File: src/rtl/x_delay_capture_pkg.sv
// Shared types and default sizing for the delay-line capture block.
package x_delay_capture_pkg;

    typedef enum logic [1:0] {
        StIdle,
        StArmed,
        StDecode,
        StHold
    } state_e;

    localparam int unsigned DefaultNTaps   = 32;
    localparam int unsigned DefaultTimeout = 255;

endpackage

File: src/rtl/x_therm_decode.sv
// Thermometer decoder: bubble-corrects the captured word and counts the
// run of ones starting at the earliest tap.
module x_therm_decode #(
    parameter int unsigned N_TAPS = 32
) (
    input  logic [N_TAPS-1:0]          i_word,
    output logic [$clog2(N_TAPS+1)-1:0] o_count,
    output logic                       o_overflow
);

    localparam int unsigned CountW = $clog2(N_TAPS + 1);

    logic [N_TAPS-1:0] corr;
    logic              run;

    // Majority vote over each interior bit and its two neighbours.
    always_comb begin
        corr = i_word;
        for (int i = 1; i < int'(N_TAPS) - 1; i++) begin
            corr[i] = (i_word[i-1] & i_word[i]) | (i_word[i-1] & i_word[i+1]) |
                      (i_word[i] & i_word[i+1]);
        end
    end

    // Leading-ones count from bit 0; the run stops at the first zero.
    always_comb begin
        o_count = '0;
        run     = 1'b1;
        for (int i = 0; i < int'(N_TAPS); i++) begin
            if (run && corr[i]) begin
                o_count = o_count + CountW'(1);
            end else begin
                run = 1'b0;
            end
        end
        o_overflow = (o_count == CountW'(N_TAPS));
    end

endmodule

File: src/rtl/x_delay_capture.sv
// Delay-line capture: synchronises the tap vector, waits for a rising edge
// on tap 0 after arming, captures and decodes the word, then holds the
// result until acknowledged.
module x_delay_capture
    import x_delay_capture_pkg::*;
#(
    parameter int unsigned N_TAPS  = DefaultNTaps,
    parameter int unsigned TIMEOUT = DefaultTimeout
) (
    input  logic                        i_clk,
    input  logic                        i_rst,
    input  logic                        i_arm,
    input  logic [N_TAPS-1:0]           i_taps,
    input  logic                        i_ack,
    output logic                        o_busy,
    output logic                        o_valid,
    output logic [$clog2(N_TAPS+1)-1:0] o_count,
    output logic [N_TAPS-1:0]           o_word,
    output logic                        o_overflow,
    output logic                        o_timeout
);

    localparam int unsigned CountW = $clog2(N_TAPS + 1);
    localparam int unsigned CntW   = $clog2(TIMEOUT + 1);

    state_e              state_q, state_d;
    logic [N_TAPS-1:0]   s1_q, s2_q;
    logic [N_TAPS-1:0]   cap_q, cap_d;
    logic [CntW-1:0]     cnt_q, cnt_d;
    logic                prev_q, prev_d;
    logic                valid_q, valid_d;
    logic [CountW-1:0]   count_q, count_d;
    logic [N_TAPS-1:0]   word_q, word_d;
    logic                ovf_q, ovf_d;
    logic                tmo_q, tmo_d;

    logic [CountW-1:0]   dec_count;
    logic                dec_ovf;
    logic                edge_seen;

    x_therm_decode #(
        .N_TAPS(N_TAPS)
    ) u_decode (
        .i_word    (cap_q),
        .o_count   (dec_count),
        .o_overflow(dec_ovf)
    );

    assign edge_seen = s2_q[0] & ~prev_q;

    // Next-state and result-register logic.
    always_comb begin
        state_d = state_q;
        cap_d   = cap_q;
        cnt_d   = cnt_q;
        prev_d  = prev_q;
        valid_d = valid_q;
        count_d = count_q;
        word_d  = word_q;
        ovf_d   = ovf_q;
        tmo_d   = tmo_q;
        unique case (state_q)
            StIdle: begin
                if (i_arm) begin
                    state_d = StArmed;
                    cnt_d   = '0;
                    prev_d  = s2_q[0];
                end
            end
            StArmed: begin
                prev_d = s2_q[0];
                cnt_d  = cnt_q + CntW'(1);
                // An edge wins over a timeout landing in the same cycle.
                if (edge_seen) begin
                    state_d = StDecode;
                    cap_d   = s2_q;
                end else if (cnt_q == CntW'(TIMEOUT - 1)) begin
                    state_d = StHold;
                    valid_d = 1'b1;
                    tmo_d   = 1'b1;
                    ovf_d   = 1'b0;
                    count_d = '0;
                    word_d  = '0;
                end
            end
            StDecode: begin
                state_d = StHold;
                valid_d = 1'b1;
                tmo_d   = 1'b0;
                ovf_d   = dec_ovf;
                count_d = dec_count;
                word_d  = cap_q;
            end
            StHold: begin
                if (i_ack) begin
                    valid_d = 1'b0;
                    ovf_d   = 1'b0;
                    tmo_d   = 1'b0;
                    if (i_arm) begin
                        state_d = StArmed;
                        cnt_d   = '0;
                        prev_d  = s2_q[0];
                    end else begin
                        state_d = StIdle;
                    end
                end
            end
            default: state_d = StIdle;
        endcase
    end

    // State, synchroniser and result registers with synchronous reset.
    always_ff @(posedge i_clk) begin
        if (i_rst) begin
            state_q <= StIdle;
            s1_q    <= '0;
            s2_q    <= '0;
            cap_q   <= '0;
            cnt_q   <= '0;
            prev_q  <= 1'b0;
            valid_q <= 1'b0;
            count_q <= '0;
            word_q  <= '0;
            ovf_q   <= 1'b0;
            tmo_q   <= 1'b0;
        end else begin
            state_q <= state_d;
            s1_q    <= i_taps;
            s2_q    <= s1_q;
            cap_q   <= cap_d;
            cnt_q   <= cnt_d;
            prev_q  <= prev_d;
            valid_q <= valid_d;
            count_q <= count_d;
            word_q  <= word_d;
            ovf_q   <= ovf_d;
            tmo_q   <= tmo_d;
        end
    end

    assign o_busy     = (state_q != StIdle);
    assign o_valid    = valid_q;
    assign o_count    = count_q;
    assign o_word     = word_q;
    assign o_overflow = ovf_q;
    assign o_timeout  = tmo_q;

endmodule

File: config.mk
export PLATFORM = sky130hd
export DESIGN_NAME = x_delay_capture
export DESIGN_NICKNAME = d
export VERILOG_FILES = /design/src/rtl/x_delay_capture_pkg.sv /design/src/rtl/x_therm_decode.sv /design/src/rtl/x_delay_capture.sv
export SDC_FILE = /design/constraint.sdc
export NUM_CORES = 1
export LEC_CHECK = 0
export ABC_CLOCK_PERIOD_IN_PS = 51000
export BUFFER_PORTS_ARGS = -buffer_cell sky130_fd_sc_hd__buf_2
export CORE_ASPECT_RATIO = 0.75
export CORE_MARGIN = 8
export CORE_UTILIZATION = 40
export CTS_CLUSTER_SIZE = 10
export DETAILED_ROUTE_END_ITERATION = 7
export REMOVE_ABC_BUFFERS = 1
export SLEW_MARGIN = 5
export SYNTH_ARGS = -nofsm -noshare
export SYNTH_HDL_FRONTEND = slang
export SYNTH_SLANG_ARGS = --single-unit
File: constraint.sdc
create_clock -name i_clk -period 51 [get_ports i_clk]
set_input_delay 5.1 -clock i_clk [delete_from_list [all_inputs] [get_ports i_clk]]
set_output_delay 5.1 -clock i_clk [all_outputs]
set_load 0.1 [all_outputs]
==> flow_summary.toml <==
[setup_path]
cpLargestDelayFamily = "adder cells"
slowest_delay_ns = 0.50
crit_slowest_cell = "dfxtp_1"
critPathRequiredTime_ns = 51.32
path_common_cell = "ha_1"
critPathArrivalTime_ns = 19.99
endpoint_kind = "flop"
worst_setup_path_start_kind = "flop"
path_max_fanout = 9
cp_num_buf_inv = 3
critical_path_class = "reg -> reg"

[logic_synthesis]
synth-compound-area-share_pct = 19.61
synth_warnings = 0
synth_top_family_by_area = "simple AND/OR/NAND/NOR gates"
synth_xor_area_share_pct = 8.569
ys_types = 86
avgSynthCellArea_sq_um = 7.852
synth_edf_count = 0
seq_area_frac_synth_pct = 31.31
synth-seq-cells = 148
yosys.area_share.simple_pct = 27.66
muxShareOfSynthArea_pct = 3.161
synthAdderAreaFrac_pct = 5.210
synthArstFlopShare_pct = 0
synth_cells = 1205
synth_ff_type = "dfxtp_1"
netlist_area_sq_um = 9462

[sta]
worstMarginPinSlew_ns = 1.104
worst_hold_slack_ns = 0.4305
rsz0062_at_grt = "no"
hold_viol = 0
timing.final.ws_setup_ns = 31.33
max_freq_ghz = 0.05083
maxSlewViolCount = 0
period_minus_slack_ns = 19.67
finClkSkew_ns = 0.01100
period_share_pct = 38.58
max-slew-margin-rel_pct = 26.23
setup_tns_ns = 0
final-setup-viol-count = 0

[routing]
drt_iter0_markers = 714
vias = 8309
wire_per_inst_um = 15.11
wl_um = 23320
drc = 0
drt-pass1-iter-count = 5
final_antenna_net_count = 0
vias_per_cell = 5.385

[pwr]
power.density_nw_per_um2 = 28.44
leakage_nw = 4.152
ir_drop_v = 0.00002486

[floorplanning]
initial_utilization_pct = 40.92
die_y_um = 149.2
rows = 48
die_area_sq_um = 28880
core_sq_um = 23120
die_w_um = 193.6
io-pin-count = 78

[clocking]
clock-root-buffer = "clkbuf_16"
clock_latency_ns = 0.42
clk_pin_slew_worst_paths_ns = 0.06
cts_sinks = 148
h-tree-depth = 4
numCtsBuffers = 17
cts_setup_buffers = 0
ctsResizeCount = 0
cts-hold-fix-buffers = 0
cts_tree = "yes"
clock_path_buffers = 2

[global_route]
antenna_found_initial = 0
grt_pass1_vias = 7594
grt_pass1_wl_um = 38700
grt_use_total_pct = 15.87
grt-ovfl-total = 0
grt_max_degree = 93

[worst_hold_path]
hold_path_class = "reg -> reg"

[final_layout]
fillers = 2296
drive_above_1_share_pct = 12.95
utilization_pct = 45.27
fin_nets = 1305
multiInputGateArea_sq_um = 6083
fin_area_sq_um = 10470
area_delta_synth_final_pct = 10.62
diodes = 0
seq_area_sq_um = 2963

[placed_design]
pre_cts_ws_ns = 31.54
hpwl_um = 17240
port_buffers = 77
gp_congestion = 0.8682
post_dp_cell_area_sq_um = 9941

[run]
maxCapViolCount = 0

[run_status]
status = "completed"
-- layout make-up --
cell class / instances / area share, %
clock buffer: 22 / 4.531
multi-input combinational: 960 / 58.12
timing repair buffer: 83 / 4.136
sequential: 148 / 28.31
tap: 300 / 3.586
clock inverter: 7 / 0.4901
inverter: 23 / 0.8249
-- final timing paths --
path	from	to	slack, ns	cells after the start
worst max register to register	cap_q[1]$_SDFFE_PP0P_	o_overflow$_SDFFE_PP0P_	31.33	98
worst min-delay path	s2_q[25]$_SDFF_PP0_	cap_q[25]$_SDFFE_PP0P_	0.43	2
worst min register to register	s2_q[25]$_SDFF_PP0_	cap_q[25]$_SDFFE_PP0P_	0.43	2
worst max-delay path	cap_q[1]$_SDFFE_PP0P_	o_overflow$_SDFFE_PP0P_	31.33	98
-- report_power, final --
| part | total (mW) | leakage, nW | internal, mW | switching, mW |
|---|---|---|---|---|
| clock | 0.110 | 0.255 | 0.0653 | 0.0450 |
| sequential | 0.124 | 1.21 | 0.121 | 0.00345 |
| combinational | 0.0632 | 2.69 | 0.0162 | 0.0469 |
| total | 0.298 | 4.15 | 0.202 | 0.0954 |
-- flip-flops by register name, summed over array words and instances (netlist names) --
name,cells
o_overflow,1
state_q,2
s1_q,32
cap_q,32
s2_q,32
o_word,32
o_valid,1
prev_q,1
o_count,6
o_timeout,1
cnt_q,8
-- kinds of logic after synthesis --
kind of cell	Yosys count
flops	148
xor+xnor	69
simple gates	540
compound gates	285
fa+ha+maj	40
buf+inv	97
mux	26
-- through the flow --
step	instances	power [mW]
2_1_floorplan	1131	0.1687
3_3_place_gp	1514	0.1894
3_5_place_dp	1514	0.1900
4_1_cts	1543	0.3007
5_1_grt	1543	0.3129
6_report	1543	0.2976
-- placed cells by master (no fill, tap or decap), types with 9 or more instances in the layout --
cell | Yosys | routed
a21o_1 | 14 | 14
a21oi_1 | 123 | 123
a22oi_1 | 10 | 10
a31oi_1 | 9 | 9
and2_1 | 12 | 12
and3_1 | 14 | 14
buf_2 | 10 | 76
clkbuf_16 | 0 | 17
dfxtp_1 | 148 | 148
ha_1 | 36 | 36
inv_1 | 23 | 23
mux2i_1 | 16 | 16
nand2_1 | 206 | 206
nand2b_1 | 16 | 16
nand3_1 | 62 | 62
nor2_1 | 89 | 89
nor2b_1 | 70 | 70
nor3_1 | 13 | 13
o21a_1 | 12 | 12
o21ai_0 | 40 | 38
xnor2_1 | 30 | 30
xor2_1 | 23 | 23
-- worst min-delay path: stages (launching register included) --
cell and delay (ns):
dfxtp_1 0.29, nand2_1 0.04, a21oi_1 0.05
-- routing by layer --
| layer | wire [um] | track usage [%] | vias up |
|---|---|---|---|
| met5 | 0 | 0 | - |
| met4 | 175 | 4.069 | 0 |
| met3 | 990 | 2.683 | 12 |
| met2 | 9382 | 22.63 | 190 |
| met1 | 12770 | 24.02 | 3867 |
| li1 | - | - | 4240 |
-- synth_stat cells, types with 8 or more instances --
cell,n,area share (%)
nand2_1,206,8.2
dfxtp_1,148,31
a21oi_1,123,6.5
nor2_1,89,3.5
nor2b_1,70,4.6
nand3_1,62,3.3
clkbuf_1,54,2.1
o21ai_0,40,2.1
ha_1,36,4.8
xnor2_1,30,2.8
inv_1,23,0.91
xor2_1,23,2.1
mux2i_1,16,1.7
nand2b_1,16,1.1
a21o_1,14,1.1
and3_1,14,0.93
nor3_1,13,0.69
and2_1,12,0.79
o21a_1,12,0.95
a22oi_1,10,0.79
buf_2,10,0.53
a31oi_1,9,0.60
nand4_1,8,0.53
or2_2,8,0.53
or3_1,8,0.53
Power figures use the tool's default switching activity.
